==> src/rtl/instr_fetch_queue.sv <==
// Instruction fetch queue: issues word fetches, tags in-order responses with their PC, and buffers them for the read stage.
// Optional performance counters are enabled by defining IFQ_PERF_CNT_EN.
module instr_fetch_queue #(
  parameter int unsigned DEPTH    = 4,
  parameter logic [31:0] RESET_PC = 32'h0
) (
  input  logic                    clk_i,
  input  logic                    rst_i,
  input  logic                    redirect_i,
  input  logic [31:0]             redirect_pc_i,
  output logic                    imem_req_o,
  output logic [31:0]             imem_addr_o,
  input  logic                    imem_gnt_i,
  input  logic                    imem_rvalid_i,
  input  logic [31:0]             imem_rdata_i,
  output logic                    out_valid_o,
  input  logic                    out_ready_i,
  output logic [31:0]             out_instr_o,
  output logic [31:0]             out_pc_o,
  output logic [$clog2(DEPTH):0]  count_o
`ifdef IFQ_PERF_CNT_EN
  ,
  output logic [31:0]             perf_fetch_o,
  output logic [31:0]             perf_drop_o,
  output logic [31:0]             perf_starve_o
`endif
);

  localparam int unsigned AW = $clog2(DEPTH);
  localparam int unsigned CW = AW + 1;

  logic [31:0]   fetch_pc;
  logic [31:0]   resp_pc;
  logic [CW-1:0] count;
  logic [CW-1:0] outstanding;
  logic [CW-1:0] drop_cnt;
  logic [AW-1:0] rd_ptr;
  logic [AW-1:0] wr_ptr;
  logic [31:0]   pc_mem    [DEPTH];
  logic [31:0]   instr_mem [DEPTH];

  logic req;
  logic grant;
  logic drain;
  logic push;
  logic pop;

  // Credit counts only settled occupancy; a pop in this cycle does not free a slot yet.
  always_comb begin
    req   = rst_i && !redirect_i &&
            (({1'b0, count} + {1'b0, outstanding}) < (CW + 1)'(DEPTH));
    grant = req && imem_gnt_i;
    drain = imem_rvalid_i && (drop_cnt != '0);
    push  = imem_rvalid_i && !drain && !redirect_i && (count != CW'(DEPTH));
    pop   = (count != '0) && out_ready_i && !redirect_i;
  end

  always_ff @(posedge clk_i or negedge rst_i) begin
    if (!rst_i) begin
      fetch_pc    <= RESET_PC;
      resp_pc     <= RESET_PC;
      count       <= '0;
      outstanding <= '0;
      drop_cnt    <= '0;
      rd_ptr      <= '0;
      wr_ptr      <= '0;
    end else begin
      outstanding <= outstanding + CW'(grant) - CW'(imem_rvalid_i);
      if (redirect_i) begin
        // Everything still in flight belongs to the old path and must be discarded.
        fetch_pc <= redirect_pc_i;
        resp_pc  <= redirect_pc_i;
        drop_cnt <= outstanding - CW'(imem_rvalid_i);
        count    <= '0;
        rd_ptr   <= '0;
        wr_ptr   <= '0;
      end else begin
        if (grant) fetch_pc <= fetch_pc + 32'd4;
        if (drain) drop_cnt <= drop_cnt - CW'(1);
        if (imem_rvalid_i && !drain) resp_pc <= resp_pc + 32'd4;
        if (push) wr_ptr <= wr_ptr + AW'(1);
        if (pop)  rd_ptr <= rd_ptr + AW'(1);
        count <= count + CW'(push) - CW'(pop);
      end
    end
  end

  // Storage needs no reset: entries are only observed while count is nonzero.
  always_ff @(posedge clk_i) begin
    if (push) begin
      pc_mem[wr_ptr]    <= resp_pc;
      instr_mem[wr_ptr] <= imem_rdata_i;
    end
  end

  assign imem_req_o  = req;
  assign imem_addr_o = fetch_pc;
  assign out_valid_o = (count != '0);
  assign out_instr_o = out_valid_o ? instr_mem[rd_ptr] : 32'h0;
  assign out_pc_o    = out_valid_o ? pc_mem[rd_ptr] : 32'h0;
  assign count_o     = count;

`ifdef IFQ_PERF_CNT_EN
  always_ff @(posedge clk_i or negedge rst_i) begin
    if (!rst_i) begin
      perf_fetch_o  <= '0;
      perf_drop_o   <= '0;
      perf_starve_o <= '0;
    end else begin
      perf_fetch_o  <= perf_fetch_o + 32'(push);
      perf_drop_o   <= perf_drop_o + 32'(drain);
      perf_starve_o <= perf_starve_o + 32'(out_ready_i && !out_valid_o);
    end
  end
`endif

endmodule

==> config.mk <==
export PLATFORM = sky130hd
export DESIGN_NAME = instr_fetch_queue
export DESIGN_NICKNAME = d
export VERILOG_FILES = /design/src/rtl/instr_fetch_queue.sv
export SDC_FILE = /design/constraint.sdc
export NUM_CORES = 1
export LEC_CHECK = 0
export ABC_AREA = 0
export CAP_MARGIN = 25
export CORE_UTILIZATION = 51
export CTS_CLUSTER_SIZE = 24
export DETAILED_ROUTE_END_ITERATION = 7
export HOLD_SLACK_MARGIN = 0.08
export PLACE_DENSITY_LB_ADDON = 0.25
export REMOVE_ABC_BUFFERS = 1
export SLEW_MARGIN = 20
export SYNTH_ARGS = -nofsm -noshare
export SYNTH_HDL_FRONTEND = slang
export SYNTH_SLANG_ARGS = --single-unit
==> constraint.sdc <==
create_clock -name clk_i -period 8.6 [get_ports clk_i]
set_input_delay 1.72 -clock clk_i [delete_from_list [all_inputs] [get_ports clk_i]]
set_output_delay 1.72 -clock clk_i [all_outputs]
set_load 0.01 [all_outputs]
Word level (Yosys, flattened, before mapping)
Memories as Yosys holds them, arrays and structs flattened.
Index checks and enable logic that the tools add are counted.

word-level totals
  input port bits = 70
  memories = 2
  flip-flop bits (word level) = 77
  memory bits (writable) = 256
  output and inout port bits = 101
  logic and storage cells = 55

cells by class
  magnitude comparators = 1
  add/sub/neg operators = 11
  reductions and logical operators = 18
  equality and inequality tests = 1
  multiplexer cells = 15

memory list
  memory     words  bits a word  read ports  clocked after Yosys merged registers in  wr ports  RTL line  RTL
  instr_mem  4      32           1           0                                        1         40        logic [31:0] instr_mem [DEPTH];
  pc_mem     4      32           1           0                                        1         39        logic [31:0] pc_mem [DEPTH];

operators with widths
  kind                                                         count
  2-to-1 mux 32 bit                                            6
  adder 32 x 3 -> 32 bit (second input constant)               2
  nonzero test 2 bit                                           5
  logical AND 1 bit                                            9
  2-to-1 mux 3 bit                                             3
  subtractor 3 x 1 -> 3 bit                                    3
  2-to-1 mux 2 bit                                             4
  adder 3 x 1 -> 3 bit                                         2
  nonzero test 3 bit                                           2
  adder 2 x 1 -> 2 bit (second input constant)                 2
  adder 3 x 3 -> 4 bit                                         1
  less-than comparator 4 x 3 -> 1 bit (second input constant)  1
  inequality test 3 bit (second input constant)                1
  subtractor 3 x 1 -> 3 bit (second input constant)            1
  zero test 1 bit                                              2
  2-to-1 mux 1 bit                                             2

Longest topological paths before layout
  depth in word-level cells = 9
  depth in mapped cells = 12
  gate-level depth less buffers = 12

Least setup slack after synthesis
OpenSTA, ideal clock, no wires.

  kind = input -> register
  from = input imem_rvalid_i
  to = memory instr_mem[0][0] (enable)
  arrival = 4.054 ns
  data required time = 8.171 ns
  stages on the path = 3
  path buffers = 0
  slack = 4.117 ns
  path through = nand3b_1 -> a211oi_1 -> and2_1

between the ends
  longest elaborated chain between the ends = 7

RTL lines
  element                                   RTL line  RTL
  start, declared                           14        input logic imem_rvalid_i,
  logical AND 1 bit                         53        drain = imem_rvalid_i && (drop_cnt != '0);
  zero test 1 bit                           54        push = imem_rvalid_i && !drain && !redirect_i && (count != CW'(DEPTH));
  logical AND 1 bit * (3 in series)         54
  2-to-1 mux 1 bit *                        90        if (push) begin
  2-to-1 mux 1 bit (not written as such) *  92        instr_mem[wr_ptr] <= imem_rdata_i;
  end, declared                             40

Mark *: on every way between the ends. The rest lies on a longest branch, timed or not.

Final worst setup path
  from = input redirect_i
  to = output imem_req_o

between the ends
  longest elaborated chain between the ends = 3

RTL lines
  element                          RTL line  RTL
  start, declared                  9         input logic redirect_i,
  zero test 1 bit                  50        req = rst_i && !redirect_i &&
  logical AND 1 bit (2 in series)  50
  end, declared                    11        output logic imem_req_o,

No other way between the ends.

==> run metrics <==
Pwr Density 268.2 nW/um^2; CTS tree done; Hold Vio Cnt, Final 0; Async SR Flop Fraction 0.2312; Starting Density 0.5184; Die Y 167.5 um; Placed Area 16050 sq um; Min-Delay Startpoint resp_pc[1]; global route total overflow 0; Reg2Reg Capture Point outstanding[2]; 1st-iter DRT viols 561; Hold Path End pc_mem[1][1]; DRT antenna net count 0; vias per cell 5.619; worst skew pair latency 0.52 ns; Syn Std Cell Area 13970 sq um; period utilization 0.5929; total of max-cap violations 0; filler instances 1939; proportion of layout cells with a drive suffix above 1 0.1513; Crit Path Max Fanout 61; synthesized area per cell 16.10 sq um; max_slew headroom 0.3052; crit path kind primary input to output pin; r2r worst-path depth 12; Max Fclk 196.1 MHz; largest net degree at the start of global routing 68; Ant. Diodes 0; core area 26950 sq um; DRC 0; clock-pin transition on the worst setup and hold timing paths 0.05 ns; Layout Utilization 0.6399; Primary FF master, synth edfxtp_1; final instance area 17250 sq um; hpwl dp 16970 um; initial antenna violation count 0; most frequent cells in the layout edfxtp_1, clkdlybuf4s50_1, dfrtp_1; Least-Margin Pin Slew 1.042 ns; Final nets 1137; drt wl/cell 20.23 um; Pins Over Slew Limit 0; CTS Hold Bufs 0; r2r setup slk 5.37 ns; Min-Delay Path Class flip-flop to flip-flop; CTS Buffer Depth 3; flops & latches, synth 333; IO buf count 170; Die Width 167.5 um; placed cells 1351; Final TNS setup 0 ns; drt pass-1 iters 5; Arr. time, crit path 3.38 ns; final setup vio count 0; EDFF count, synth 256; Die Area 28060 sq um; Root Buffer clkbuf_16; startpoint types primary input; Post-CTS Setup Inserts 0; gpl congestion 0.7949; reg-to-reg startpoint count_o[2]; Total GRT Usage 0.2096; cell count after synthesis 868; Clock Skew 0.01719 ns; sequential area share after synthesis 0.6881; P&R area growth vs syn 23.43%; WHS Path Cells 0; I/O pins 171; H-tree levels 2; status finished clean; Leak 5.879 nW; clk sink count 333; Vias 7968; Ys Warns 0; number of buffers created by CTS 36; Worst VDD drop 0.1843 mV; Req. time, crit path 6.88 ns; Layout Cells excl Fill 1418; first-pass GRT wire length 45150 um; RSZ-0062 raised after global routing no; number of global-route vias before repair 8111; Post-CTS Resized 0; most common library cell in the layout ignoring fill and taps edfxtp_1; Netlist cell types 46; wirelength, routed 28680 um; crit end category output pin; row count 60; fin crit period 5.099 ns
==> worst max path at each step <==
stage                     slack [ns]         endpoint       start  cells after the start
after floorplan                 3.44   out_instr_o[0]   rd_ptr[0]                      2
after global placement          3.51       imem_req_o  redirect_i                      5
after detailed placement        3.50       imem_req_o  redirect_i                      5
after CTS                       3.40   out_instr_o[7]   rd_ptr[0]                      4
after global routing            3.24  out_instr_o[12]   rd_ptr[0]                      4
final                           3.50       imem_req_o  redirect_i                      5
==> logic make-up (layout without fill, tap and decap cells) <==
kind of cell / Yosys count / after routing / synth area share
buffers and inverters: 69 / 278 / 0.01872
AOI/OAI and AO/OA: 73 / 73 / 0.03349
DFF: 333 / 333 / 0.6881
xor gates and xnor gates: 44 / 44 / 0.02758
and+or+nand+nor: 247 / 247 / 0.09600
adders and majority gates: 18 / 18 / 0.01719
muxes: 84 / 84 / 0.1189
==> layer usage <==
layer  routed length, um  global-route usage
met5                   0                   0
met4                 566             0.06223
met3                1294             0.03238
met2               13940              0.3466
met1               12890              0.2897
==> sequential cells by signal, summed over array words and instances (netlist names) <==
| signal | cells |
|---|---|
| resp_pc | 32 |
| wr_ptr | 2 |
| pc_mem | 128 |
| imem_addr_o | 32 |
| rd_ptr | 2 |
| count_o | 3 |
| instr_mem | 128 |
| outstanding | 3 |
| drop_cnt | 3 |
==> cell type report <==
class | instances | area [sq um] | share of cell area
clock buffer | 51 | 1008 | 0.05847
clock inverter | 15 | 157.7 | 0.009141
inverter | 32 | 120.1 | 0.006965
multi-input combinational | 466 | 4123 | 0.2390
sequential | 333 | 9622 | 0.5579
tap | 341 | 426.7 | 0.02474
timing repair buffer | 180 | 1789 | 0.1037
==> synth_stat cells (3+ instances only) <==
cell / count / area share
edfxtp_1: 256 / 0.55
dfrtp_1: 77 / 0.14
and2_1: 70 / 0.031
mux4_2: 64 / 0.10
nand2_1: 53 / 0.014
nand3_1: 34 / 0.012
inv_1: 30 / 0.0081
o21ai_0: 28 / 0.010
xnor2_1: 25 / 0.016
clkbuf_1: 24 / 0.0064
nor2_1: 24 / 0.0064
xor2_1: 19 / 0.012
nand4_1: 17 / 0.0076
ha_1: 16 / 0.014
mux2_2: 16 / 0.013
o211ai_1: 13 / 0.0070
buf_1: 11 / 0.0030
nor4_1: 9 / 0.0040
or4_1: 9 / 0.0048
a21oi_1: 8 / 0.0029
o311ai_0: 8 / 0.0050
and3_1: 6 / 0.0027
nor3_1: 6 / 0.0021
or3_1: 6 / 0.0027
a31oi_1: 5 / 0.0022
mux2i_1: 4 / 0.0029
o31a_1: 3 / 0.0019
==> report_power, final <==
group	leakage (nW)	internal [mW]	switching (mW)
Sequential	3.23	1.84	0.153
Clock	0.573	0.911	0.597
Combinational	2.07	0.649	0.474
==> through the flow <==
step / setup slack, ns / total power [mW] / hold WS, ns
CTS: 3.398 / 4.689 / 0.5214
global route: 3.244 / 4.845 / 0.5545
floorplan: 3.441 / 2.619 / 0.4760
detailed placement: 3.503 / 3.179 / 0.5075
global placement: 3.515 / 3.163 / 0.5006
finish: 3.501 / 4.625 / 0.5204
==> critical path, cell delays in order <==
cell	delay, ns
buf_2	0.10
buf_4	0.30
or3_1	0.48
nor3_1	0.18
clkdlybuf4s50_1	0.57
No activity file was read; power rests on OpenSTA's default activity.
